--- src/rtl/riscv_pkg.sv ---
// Shared definitions for the RISC-V pipeline control blocks.
//   fwd_sel_e : EX operand mux select encoding
//               (register file / WB result / MEM ALU result)
//   stage_t   : per-stage tracking record {valid, rd, rw, mr}
//   stage_writes() : true when a tracked stage will write a given register
package riscv_pkg;

    localparam int unsigned REG_ADDR_W = 5;

    typedef enum logic [1:0] {
        FWD_REG = 2'b00,
        FWD_WB  = 2'b01,
        FWD_MEM = 2'b10
    } fwd_sel_e;

    typedef struct packed {
        logic                  valid;
        logic [REG_ADDR_W-1:0] rd;
        logic                  rw;
        logic                  mr;
    } stage_t;

    // x0 is hard-wired to zero, so a write to it never creates a dependency.
    function automatic logic stage_writes(input stage_t s,
                                          input logic [REG_ADDR_W-1:0] r);
        return s.valid & s.rw & (s.rd == r) & (r != '0);
    endfunction

endpackage

--- src/rtl/fwd_sel_calc.sv ---
// Forwarding priority compare for one ID-stage source register.
//   uses_rs   : ID instruction actually reads this source
//   rs        : source register address
//   ex_stage  : tracking record of the instruction currently in EX
//   mem_stage : tracking record of the instruction currently in MEM
//   sel       : operand select to apply once the ID instruction reaches EX
//   load_hit  : the EX instruction is a load producing this source
module fwd_sel_calc
    import riscv_pkg::*;
(
    input  logic                  uses_rs,
    input  logic [REG_ADDR_W-1:0] rs,
    input  stage_t                ex_stage,
    input  stage_t                mem_stage,
    output fwd_sel_e              sel,
    output logic                  load_hit
);

    logic ex_hit;
    logic mem_hit;

    always_comb begin
        ex_hit   = uses_rs & stage_writes(ex_stage, rs);
        mem_hit  = uses_rs & stage_writes(mem_stage, rs);
        load_hit = ex_hit & ex_stage.mr;

        // Selection is one stage ahead: the EX producer will sit in MEM and
        // the MEM producer in WB when the consumer is in EX. A load in EX
        // has no data yet, so it is left to the load-use stall.
        sel = FWD_REG;
        if (ex_hit && !ex_stage.mr) begin
            sel = FWD_MEM;
        end else if (mem_hit) begin
            sel = FWD_WB;
        end
    end

endmodule

--- src/rtl/hazard_fwd_unit.sv ---
// Hazard detection and operand-forwarding control for the 5-stage core.
//   clk, rst_n          : rising-edge clock, asynchronous active-low reset
//   pipe_en             : pipeline advance; 0 freezes all state
//   id_*                : decoded fields of the instruction in ID
//   ex_branch_taken     : EX resolved a taken branch/jump this cycle
//   forward_a/forward_b : registered EX operand mux selects
//   stall               : hold PC and IF/ID (load-use)
//   flush_if_id         : zero IF/ID (taken branch)
//   flush_id_ex         : bubble into ID/EX (stall or taken branch)
//   stall_count         : saturating count of load-use stall cycles
module hazard_fwd_unit
    import riscv_pkg::*;
#(
    parameter int unsigned REG_ADDR_W = riscv_pkg::REG_ADDR_W,
    parameter int unsigned CNT_W      = 16
) (
    input  logic                  clk,
    input  logic                  rst_n,
    input  logic                  pipe_en,
    input  logic                  id_valid,
    input  logic [REG_ADDR_W-1:0] id_rs1,
    input  logic [REG_ADDR_W-1:0] id_rs2,
    input  logic                  id_uses_rs1,
    input  logic                  id_uses_rs2,
    input  logic [REG_ADDR_W-1:0] id_rd,
    input  logic                  id_reg_write,
    input  logic                  id_mem_read,
    input  logic                  ex_branch_taken,
    output logic [1:0]            forward_a,
    output logic [1:0]            forward_b,
    output logic                  stall,
    output logic                  flush_if_id,
    output logic                  flush_id_ex,
    output logic [CNT_W-1:0]      stall_count
);

    localparam logic [CNT_W-1:0] CNT_ONE = {{(CNT_W-1){1'b0}}, 1'b1};

    stage_t   ex_q;
    stage_t   mem_q;
    stage_t   wb_q;
    fwd_sel_e sel_a;
    fwd_sel_e sel_b;
    logic     hit_a;
    logic     hit_b;
    logic     load_use;

    fwd_sel_calc u_fwd_a (
        .uses_rs   (id_uses_rs1),
        .rs        (id_rs1),
        .ex_stage  (ex_q),
        .mem_stage (mem_q),
        .sel       (sel_a),
        .load_hit  (hit_a)
    );

    fwd_sel_calc u_fwd_b (
        .uses_rs   (id_uses_rs2),
        .rs        (id_rs2),
        .ex_stage  (ex_q),
        .mem_stage (mem_q),
        .sel       (sel_b),
        .load_hit  (hit_b)
    );

    always_comb begin
        load_use    = id_valid & (hit_a | hit_b);
        // A taken branch kills the consumer anyway, so it overrides the stall.
        stall       = load_use & ~ex_branch_taken;
        flush_if_id = ex_branch_taken;
        flush_id_ex = stall | ex_branch_taken;
    end

    always_ff @(posedge clk or negedge rst_n) begin
        if (!rst_n) begin
            ex_q        <= '0;
            mem_q       <= '0;
            wb_q        <= '0;
            forward_a   <= FWD_REG;
            forward_b   <= FWD_REG;
            stall_count <= '0;
        end else if (pipe_en) begin
            wb_q     <= mem_q;
            mem_q    <= ex_q;
            ex_q.valid <= id_valid & ~flush_id_ex;
            ex_q.rd    <= id_rd;
            ex_q.rw    <= id_reg_write;
            ex_q.mr    <= id_mem_read;

            // A bubble entering EX reads the register file path.
            if (flush_id_ex) begin
                forward_a <= FWD_REG;
                forward_b <= FWD_REG;
            end else begin
                forward_a <= sel_a;
                forward_b <= sel_b;
            end

            if (stall && (stall_count != '1)) begin
                stall_count <= stall_count + CNT_ONE;
            end
        end
    end

endmodule

--- config.mk ---
export PLATFORM = sky130hd
export DESIGN_NAME = hazard_fwd_unit
export DESIGN_NICKNAME = d
export VERILOG_FILES = /design/src/rtl/riscv_pkg.sv /design/src/rtl/fwd_sel_calc.sv /design/src/rtl/hazard_fwd_unit.sv
export SDC_FILE = /design/constraint.sdc
export NUM_CORES = 1
export LEC_CHECK = 0
export CAP_MARGIN = 5
export CORE_MARGIN = 2
export CORE_UTILIZATION = 25
export CTS_CLUSTER_SIZE = 25
export DETAILED_ROUTE_END_ITERATION = 10
export PLACE_DENSITY = 0.5
export SLEW_MARGIN = 40
export SYNTH_ARGS = -nofsm -noshare
export SYNTH_HDL_FRONTEND = slang
export SYNTH_SLANG_ARGS = --single-unit
--- constraint.sdc ---
create_clock -name clk -period 1.8 [get_ports clk]
set_input_delay 0.18 -clock clk [delete_from_list [all_inputs] [get_ports clk]]
set_output_delay 0.18 -clock clk [all_outputs]
set_load 0.03 [all_outputs]
==> out/metrics.yaml, run 1 <==
final_max_slew_viol_count: 0
remaining_drc_errors: 0
final_cycle_share_pct: 108
synthesis.yosys.warnings: 0
port_buffers: 46
detail_route.first_pass.iterations: 4
power.ir.vdd_worst_uv: 272
timing.clock.skew_ps: 9.24
gp_congestion: 0.766
tritoncts_clock_tree: "done"
timing.critical_path.slowest_cell_delay_ps: 450
drive_gt1_share_pct: 38.6
period_needed_ps: 1950
slew_headroom_pct: 65.5
clk_pin_slew_ps: 70
yosys.cell_types.count: 32
synth_async_reset_ratio_pct: 100
numCtsBuffers: 5
layout_setup_ws_ps: -151
pwr_density_cell_mw_per_mm2: 620
critical_path.startpoint: "ex_q[2]$_DFFE_PN0P_"
ctsLongestPathBuffers: 2
violations: "negative setup slack"
report.final.hold_viol_count: 0
largest_net_degree_at_the_start_of_global_routing: 36
power.net_switching_uw: 507
maxClockFrequency_mhz: 513
gr-total-overflow: 0
totalNegativeSetupSlack_ps: -287
clk_sink_count: 35
grt_pass1_wl_um: 8240
postSynthNetCount: 206
clock_power_share_pct: 32.9
endpoint_kind: "output port"
path_max_fanout: 3
die_w_um: 91.7
worst-endpoint-required_ps: 1620
p_sw_share_pct: 26.3
grt_pass1_vias: 1640
total_vias_in_the_final_route: 1667
run_status: "finished with violations"
design.core.area_sq_mm: 0.00733
crit-reg2reg-capture: "stall_count[2]$_DFFE_PN0P_"
synth.cell_area_sq_mm: 0.00192
power_frac_comb_pct: 21.4
antenna_left: 0
max_cap_viol_count: 0
finish.net_count: 296
rsz0062_at_grt: "yes"
cts_hold_repair.buffers: 0
cp.buffers_inverters: 1
totalWireLength_um: 5070
ioPinCount: 47
dieArea_sq_mm: 0.00840
cellLeakagePower_nw: 1.26
root_buffer: "sky130_fd_sc_hd__clkbuf_8"
crit_path_top_delay_cell: "sky130_fd_sc_hd__dfrtp_2"
worst_margin_pin_slew_ps: 512
worstPathCellList: "xnor2_2 > nand2_2 > nor4_4 > o21ai_2 > nand2b_1 > buf_6"
power_mw: 1.93
synth_enable_flop_cells: 0
clk_latency_ps: 290
gr-usage-all-layers_pct: 12.5
share_seq_of_total_power_pct: 45.7
detail_route.wl_per_cell_um: 13.7
syn2layout_area_growth_pct: 61.7
start_util_pct: 26.2
worst-endpoint-arrival_ps: 1770
intPower_mw: 1.42
worstSetupPathType: "register to output port"
antenna_found_initial: 0
rows: 31
synth-main-ff-cell: "sky130_fd_sc_hd__dfrtp_1"
worst-r2r-setup-slack_ps: 20
finalSetupViolations: 2
crit_family: "simple AND/OR/NAND/NOR gates"
detail_route.iter0.violations: 58
dieHeight_um: 91.7
synthCells: 181
yosys_register_bits: 35
worst_r2r_path_depth: 8
postSynthAreaPerCell_sq_um: 10.6
cts_htree_levels: 2
crit-reg2reg-launch: "ex_q[3]$_DFFE_PN0P_"
antennaDiodeCount: 0
share_of_synthesized_area_occupied_by_flip_flops_and_latches_pct: 45.6
hp-class: "primary input to asynchronous set/reset pin"
place.detailed.hpwl_um: 3660
startpoint_type: "register"
viasPerCell: 4.49
cell usage after synthesis, types with 2 or more instances:
master                     number  share of area (%)
sky130_fd_sc_hd__dfrtp_1       35                 46
sky130_fd_sc_hd__xnor2_1       31                 14
sky130_fd_sc_hd__nand4_1       16                5.2
sky130_fd_sc_hd__mux2_2        15                8.8
sky130_fd_sc_hd__nand3_1       14                3.6
sky130_fd_sc_hd__nand2_1        8                1.6
sky130_fd_sc_hd__nor2_1         7                1.4
sky130_fd_sc_hd__nor4_1         6                2.0
sky130_fd_sc_hd__inv_1          5               0.98
sky130_fd_sc_hd__nand2b_1       4                1.3
sky130_fd_sc_hd__o31ai_1        4                1.6
sky130_fd_sc_hd__xor2_1         4                1.8
sky130_fd_sc_hd__and2_1         3               0.98
sky130_fd_sc_hd__and3_1         3               0.98
sky130_fd_sc_hd__o21ai_0        3               0.78
sky130_fd_sc_hd__a21oi_1        2               0.52
sky130_fd_sc_hd__clkbuf_1       2               0.39
sky130_fd_sc_hd__nand4b_1       2               0.91
sky130_fd_sc_hd__nor3_1         2               0.52
sky130_fd_sc_hd__o211ai_2       2                1.3
sky130_fd_sc_hd__or4_4          2                1.2
layout by cell type (no fill, tap or decap), types with 4 or more instances in the layout:
cell                              count
sky130_fd_sc_hd__nand2b_1             4
sky130_fd_sc_hd__clkbuf_8             7
sky130_fd_sc_hd__nand2_1              4
sky130_fd_sc_hd__buf_4               39
sky130_fd_sc_hd__xnor2_1             19
sky130_fd_sc_hd__mux2_2              15
sky130_fd_sc_hd__inv_1                5
sky130_fd_sc_hd__o31ai_1              4
sky130_fd_sc_hd__dfrtp_2              5
sky130_fd_sc_hd__nand3_2              6
sky130_fd_sc_hd__dlygate4sd2_1        8
sky130_fd_sc_hd__nor2_1               4
sky130_fd_sc_hd__dfrtp_1             30
sky130_fd_sc_hd__xnor2_2             12
sky130_fd_sc_hd__clkdlybuf4s50_1     36
sky130_fd_sc_hd__nand3_1              8
sky130_fd_sc_hd__buf_6                5
sky130_fd_sc_hd__nor4_1               4
sky130_fd_sc_hd__nand4_1             16
sky130_fd_sc_hd__xor2_1               4
worst register-to-register path, delay by kind of cell, from the launching register on:
kind | cells | cell delay, ps
AOI/OAI and AO/OA | 2 | 350
xor gates and xnor gates | 2 | 300
buffers and inverters | 3 | 490
DFF | 1 | 430
and+or+nand+nor | 1 | 120
kinds of logic (layout without fill, tap and decap cells):
group	after synthesis	after routing	share of synthesized area (%)
AO/OA/AOI/OAI	14	14	5.60
XOR/XNOR	35	35	16.0
adder cells (fa/ha/maj)	1	1	0.651
buffers and inverters	10	101	2.21
flip-flops	35	35	45.6
multiplexers	15	15	8.79
AND/OR/NAND/NOR	71	71	21.2
layer usage:
layer	up-vias	wire length [um]	GRT usage (%)	part of all wire, %
li1	846	-	-	-
met1	774	2360	16.9	46
met2	41	2410	19.5	48
met3	6	219	2.71	4.3
met4	0	79	4.55	1.6
met5	-	0	0	0
power by group through the flow:
stage | combinational, mW | clock, mW | sequential [mW]
finish | 0.413 | 0.633 | 0.881
global route | 0.448 | 0.691 | 0.890
CTS | 0.406 | 0.665 | 0.882
detailed placement | 0.355 | 0 | 0.891
global placement | 0.353 | 0 | 0.892
floorplan | 0.162 | 0 | 0.879
flip-flops by register name, indices dropped and copies added (netlist names):
register,count
mem_q,7
ex_q,8
forward_a,2
forward_b,2
stall_count,16
worst max-delay path by stage:
stage	to	slack, ps	cells after the start
4_1_cts	flush_id_ex	-130	6
2_1_floorplan	stall	9	5
6_report	flush_id_ex	-150	6
5_1_grt	flush_id_ex	-300	6
3_5_place_dp	stall	-550	8
3_3_place_gp	stall	-480	8
what timing repair did:
action	CTS	global route
buffers inserted	5	1
gates resized for setup	40	17
setup endpoints to repair	3	18
hold endpoints to repair	0	0
gates cloned	0	1
pin swaps	11	9
metrics by stage:
step	setup slack (ps)	utilization (%)	hold slack, ps	instances	area [sq um]
6_report	-151	42.4	306	371	3110
5_1_grt	-297	42.4	361	371	3110
4_1_cts	-133	41.2	327	369	3020
3_5_place_dp	-545	37.5	497	357	2750
3_3_place_gp	-480	37.5	496	357	2750
2_1_floorplan	9.37	-	-116	181	1920
cell type report:
cell class / instances / area, sq um
flip-flops and latches: 35 / 882
clock buffers: 8 / 100
multi-input cells: 136 / 1200
fillers: 719 / 4220
well taps: 99 / 124
inverters: 5 / 18.8
repair buffers: 88 / 779
(Power assumes the default switching activity.)
==> run 2: changes to the inputs <==
--- a/config.mk
+++ b/config.mk
@@ -6,12 +6,15 @@
 export NUM_CORES = 1
 export LEC_CHECK = 0
 export CAP_MARGIN = 5
+export CELL_PAD_IN_SITES_DETAIL_PLACEMENT = 1
+export CELL_PAD_IN_SITES_GLOBAL_PLACEMENT = 2
 export CORE_MARGIN = 2
 export CORE_UTILIZATION = 25
 export CTS_CLUSTER_SIZE = 25
 export DETAILED_ROUTE_END_ITERATION = 10
-export PLACE_DENSITY = 0.5
+export PLACE_DENSITY = 0.71
 export SLEW_MARGIN = 40
 export SYNTH_ARGS = -nofsm -noshare
 export SYNTH_HDL_FRONTEND = slang
 export SYNTH_SLANG_ARGS = --single-unit
+export TNS_END_PERCENT = 20
==> constraint.sdc (replaced) <==
create_clock -name clk -period 1.84 [get_ports clk]
set_input_delay 0.184 -clock clk [delete_from_list [all_inputs] [get_ports clk]]
set_output_delay 0.184 -clock clk [all_outputs]
set_load 0.03 [all_outputs]
==> run 2 against run 1 <==
  * Sequential power decreased by 1%
  * Routed wire length increased by 15%
  * Register-to-register slack lost 20 ps
  * Final area is 0.20% lower
  * Critical endpoint unchanged
  * The flow still finishes with violations (negative setup slack)
  * Final cell count rose by 0.81%
  * Global-route usage up 2.5 points
  * First-iteration DRC count up 17%
  * Combinational power is 5.1% higher
  * Count of clock-buffer cells in the layout shrank 2
  * Hold slack better by 1.6 ps
  * Largest power group unchanged
  * Critical path depth increased by 1
  * Core utilization fell by 0.085 points
==> out/metrics.yaml, run 2 (synthesis results as in run 1) <==
run_status: "finished with violations"
violations: "negative setup slack"
hp-class: "primary input to asynchronous set/reset pin"
pwr_density_cell_mw_per_mm2: 598  # -3.6%
largest_net_degree_at_the_start_of_global_routing: 36  # unchanged
antenna_left: 0  # unchanged
viasPerCell: 4.62  # +2.8%
dieArea_sq_mm: 0.00840  # unchanged
detail_route.iter0.violations: 68  # +17%
power.ir.vdd_worst_uv: 449  # +65%
top_register: "stall_count"
cts_hold_repair.buffers: 0  # unchanged
worst_margin_pin_slew_ps: 447  # -65.5 ps
final_cycle_share_pct: 105
worst-endpoint-arrival_ps: 1750  # -20 ps
path_max_fanout: 3  # unchanged
layout.cell_area.non_filler_sq_mm: 0.00310  # -0.20%
numCtsBuffers: 5  # unchanged
largest_register_ff_count: 16  # unchanged
detail_route.wl_per_cell_um: 15.6  # +14%
port_buffers: 46  # unchanged
total_vias_in_the_final_route: 1727  # +3.6%
clk_latency_ps: 290  # about the same
place_area_sq_mm: 0.00279  # +1.6%
gr-total-overflow: 0  # unchanged
most_common_library_cell_in_the_layout_ignoring_fill_and_taps: "sky130_fd_sc_hd__buf_4"
drive_gt1_share_pct: 36.7  # -1.9 points
period_needed_ps: 1940
rows: 31  # unchanged
layout_setup_ws_ps: -99.0  # +51.6 ps
totalWireLength_um: 5830  # +15%
tritoncts_clock_tree: "done"
detail_route.first_pass.iterations: 3  # -1
place.detailed.hpwl_um: 4330  # +18%
placement.setup.worst_slack_ps: -474  # +71.8 ps
endpoint_kind: "output port"
worst-endpoint-required_ps: 1660  # +40 ps
report.final.hold_viol_count: 0  # unchanged
dieHeight_um: 91.7  # unchanged
design.core.area_sq_mm: 0.00733  # unchanged
cellLeakagePower_nw: 1.23  # -1.9%
ioPinCount: 47  # unchanged
start_util_pct: 26.2  # unchanged
syn2layout_area_growth_pct: 61.4
die_w_um: 91.7  # unchanged
root_buffer: "sky130_fd_sc_hd__clkbuf_8"
grt_pass1_wl_um: 9910  # +20%
worstSetupPathType: "primary input to output port"
rsz0062_at_grt: "yes"
most-common-layout-cells: "sky130_fd_sc_hd__buf_4, sky130_fd_sc_hd__clkdlybuf4s50_1, sky130_fd_sc_hd__dfrtp_1, sky130_fd_sc_hd__xnor2_1, sky130_fd_sc_hd__nand4_1"
finalSetupViolations: 3  # +1
ctsLongestPathBuffers: 2  # unchanged
nFillCells: 802  # +12%
maxClockFrequency_mhz: 516
power_mw: 1.85  # -3.8%
antenna_found_initial: 0  # unchanged
finish.net_count: 299  # +1.0%
clk_sink_count: 35  # unchanged
max_cap_viol_count: 0  # unchanged
gp_congestion: 0.850  # +11%
startpoint_type: "primary input"
antennaDiodeCount: 0  # unchanged
timing.clock.skew_ps: 11.6  # +2.35 ps
slew_headroom_pct: 70.2  # +4.7 points
gr-usage-all-layers_pct: 15.0  # +2.5 points
grt_pass1_vias: 1901  # +16%
totalNegativeSetupSlack_ps: -191  # +96.2 ps
final_max_slew_viol_count: 0  # unchanged
clk_pin_slew_ps: 60  # about the same
largest_registers: "stall_count: 16 flops, ex_q: 8 flops, mem_q: 7 flops"
cts_htree_levels: 2  # unchanged
remaining_drc_errors: 0  # unchanged
==> run 2: changes by cell type in the layout (fill, tap and decap cells not counted), moves of 2 or more <==
cell	delta
sky130_fd_sc_hd__nand3_2	-2
sky130_fd_sc_hd__nand3_1	+2
sky130_fd_sc_hd__xnor2_2	-4
sky130_fd_sc_hd__xnor2_1	+2
sky130_fd_sc_hd__buf_4	+3
sky130_fd_sc_hd__clkbuf_8	-2
sky130_fd_sc_hd__xnor2_4	+2
sky130_fd_sc_hd__nand2_1	+2
==> run 2: per-layer routing <==
layer  track usage [%]  routed length, um  vias to the layer above
met3              3.45                154                        8
met2              26.2               2980                       24
met4              3.79                 76                        0
li1                  -                  -                      840
met5                 0                  0                        -
met1              18.7               2620                      855
==> run 2: path summary, 6_finish.rpt <==
check / slack [ps] / to / depth (start not counted) / startpoint
setup / recovery: -100 / flush_id_ex / 7 / id_rs1[4]
hold / removal: 310 / ex_q[3]$_DFFE_PN0P_ / 2 / rst_n
setup reg to reg: 0 / stall_count[1]$_DFFE_PN0P_ / 6 / ex_q[2]$_DFFE_PN0P_
hold reg to reg: 510 / stall_count[14]$_DFFE_PN0P_ / 1 / stall_count[14]$_DFFE_PN0P_
max in group asynchronous: 1190 / ex_q[2]$_DFFE_PN0P_ / 2 / rst_n
min in group clk: 500 / ex_q[4]$_DFFE_PN0P_ / 2 / id_rd[2]
==> run 2: area by class of cell <==
type,count,area [sq um],share of cell area (%)
multi-input cells,136,1190,38.4
repair buffers,91,803,25.9
clock inverters,2,12.5,0.403
clock buffers,6,72.6,2.34
inverters,5,18.8,0.605
well taps,99,124,3.99
flip-flops and latches,35,881,28.4
==> run 2: power breakdown <==
group / internal (mW) / switching [mW]
registers: 0.811 / 0.0581
clock network: 0.264 / 0.287
logic: 0.254 / 0.180
==> run 2: metrics by stage <==
stage / hold WS, ps / std cells / utilization, %
after floorplan: -112 / 181 / -
after global placement: 492 / 363 / 38.1
after detailed placement: 498 / 363 / 38.1
after CTS: 332 / 373 / 41.3
after global routing: 358 / 374 / 42.3
final: 308 / 374 / 42.3
==> run 2: worst max-delay path, cell delays in order <==
cell                              delay (ps)
sky130_fd_sc_hd__clkdlybuf4s50_1         480
sky130_fd_sc_hd__or4_4                   470
sky130_fd_sc_hd__nor2_4                  130
sky130_fd_sc_hd__nor4_4                   60
sky130_fd_sc_hd__o21ai_2                 190
sky130_fd_sc_hd__nand2b_1                 90
sky130_fd_sc_hd__buf_6                   140
==> run 2: what timing repair did <==
action                     4_1_cts  5_1_grt
resized for setup               38       12
setup endpoints to repair       16       18
gates cloned                     0        1
buffers inserted                 3        1
pin swaps                       16       12
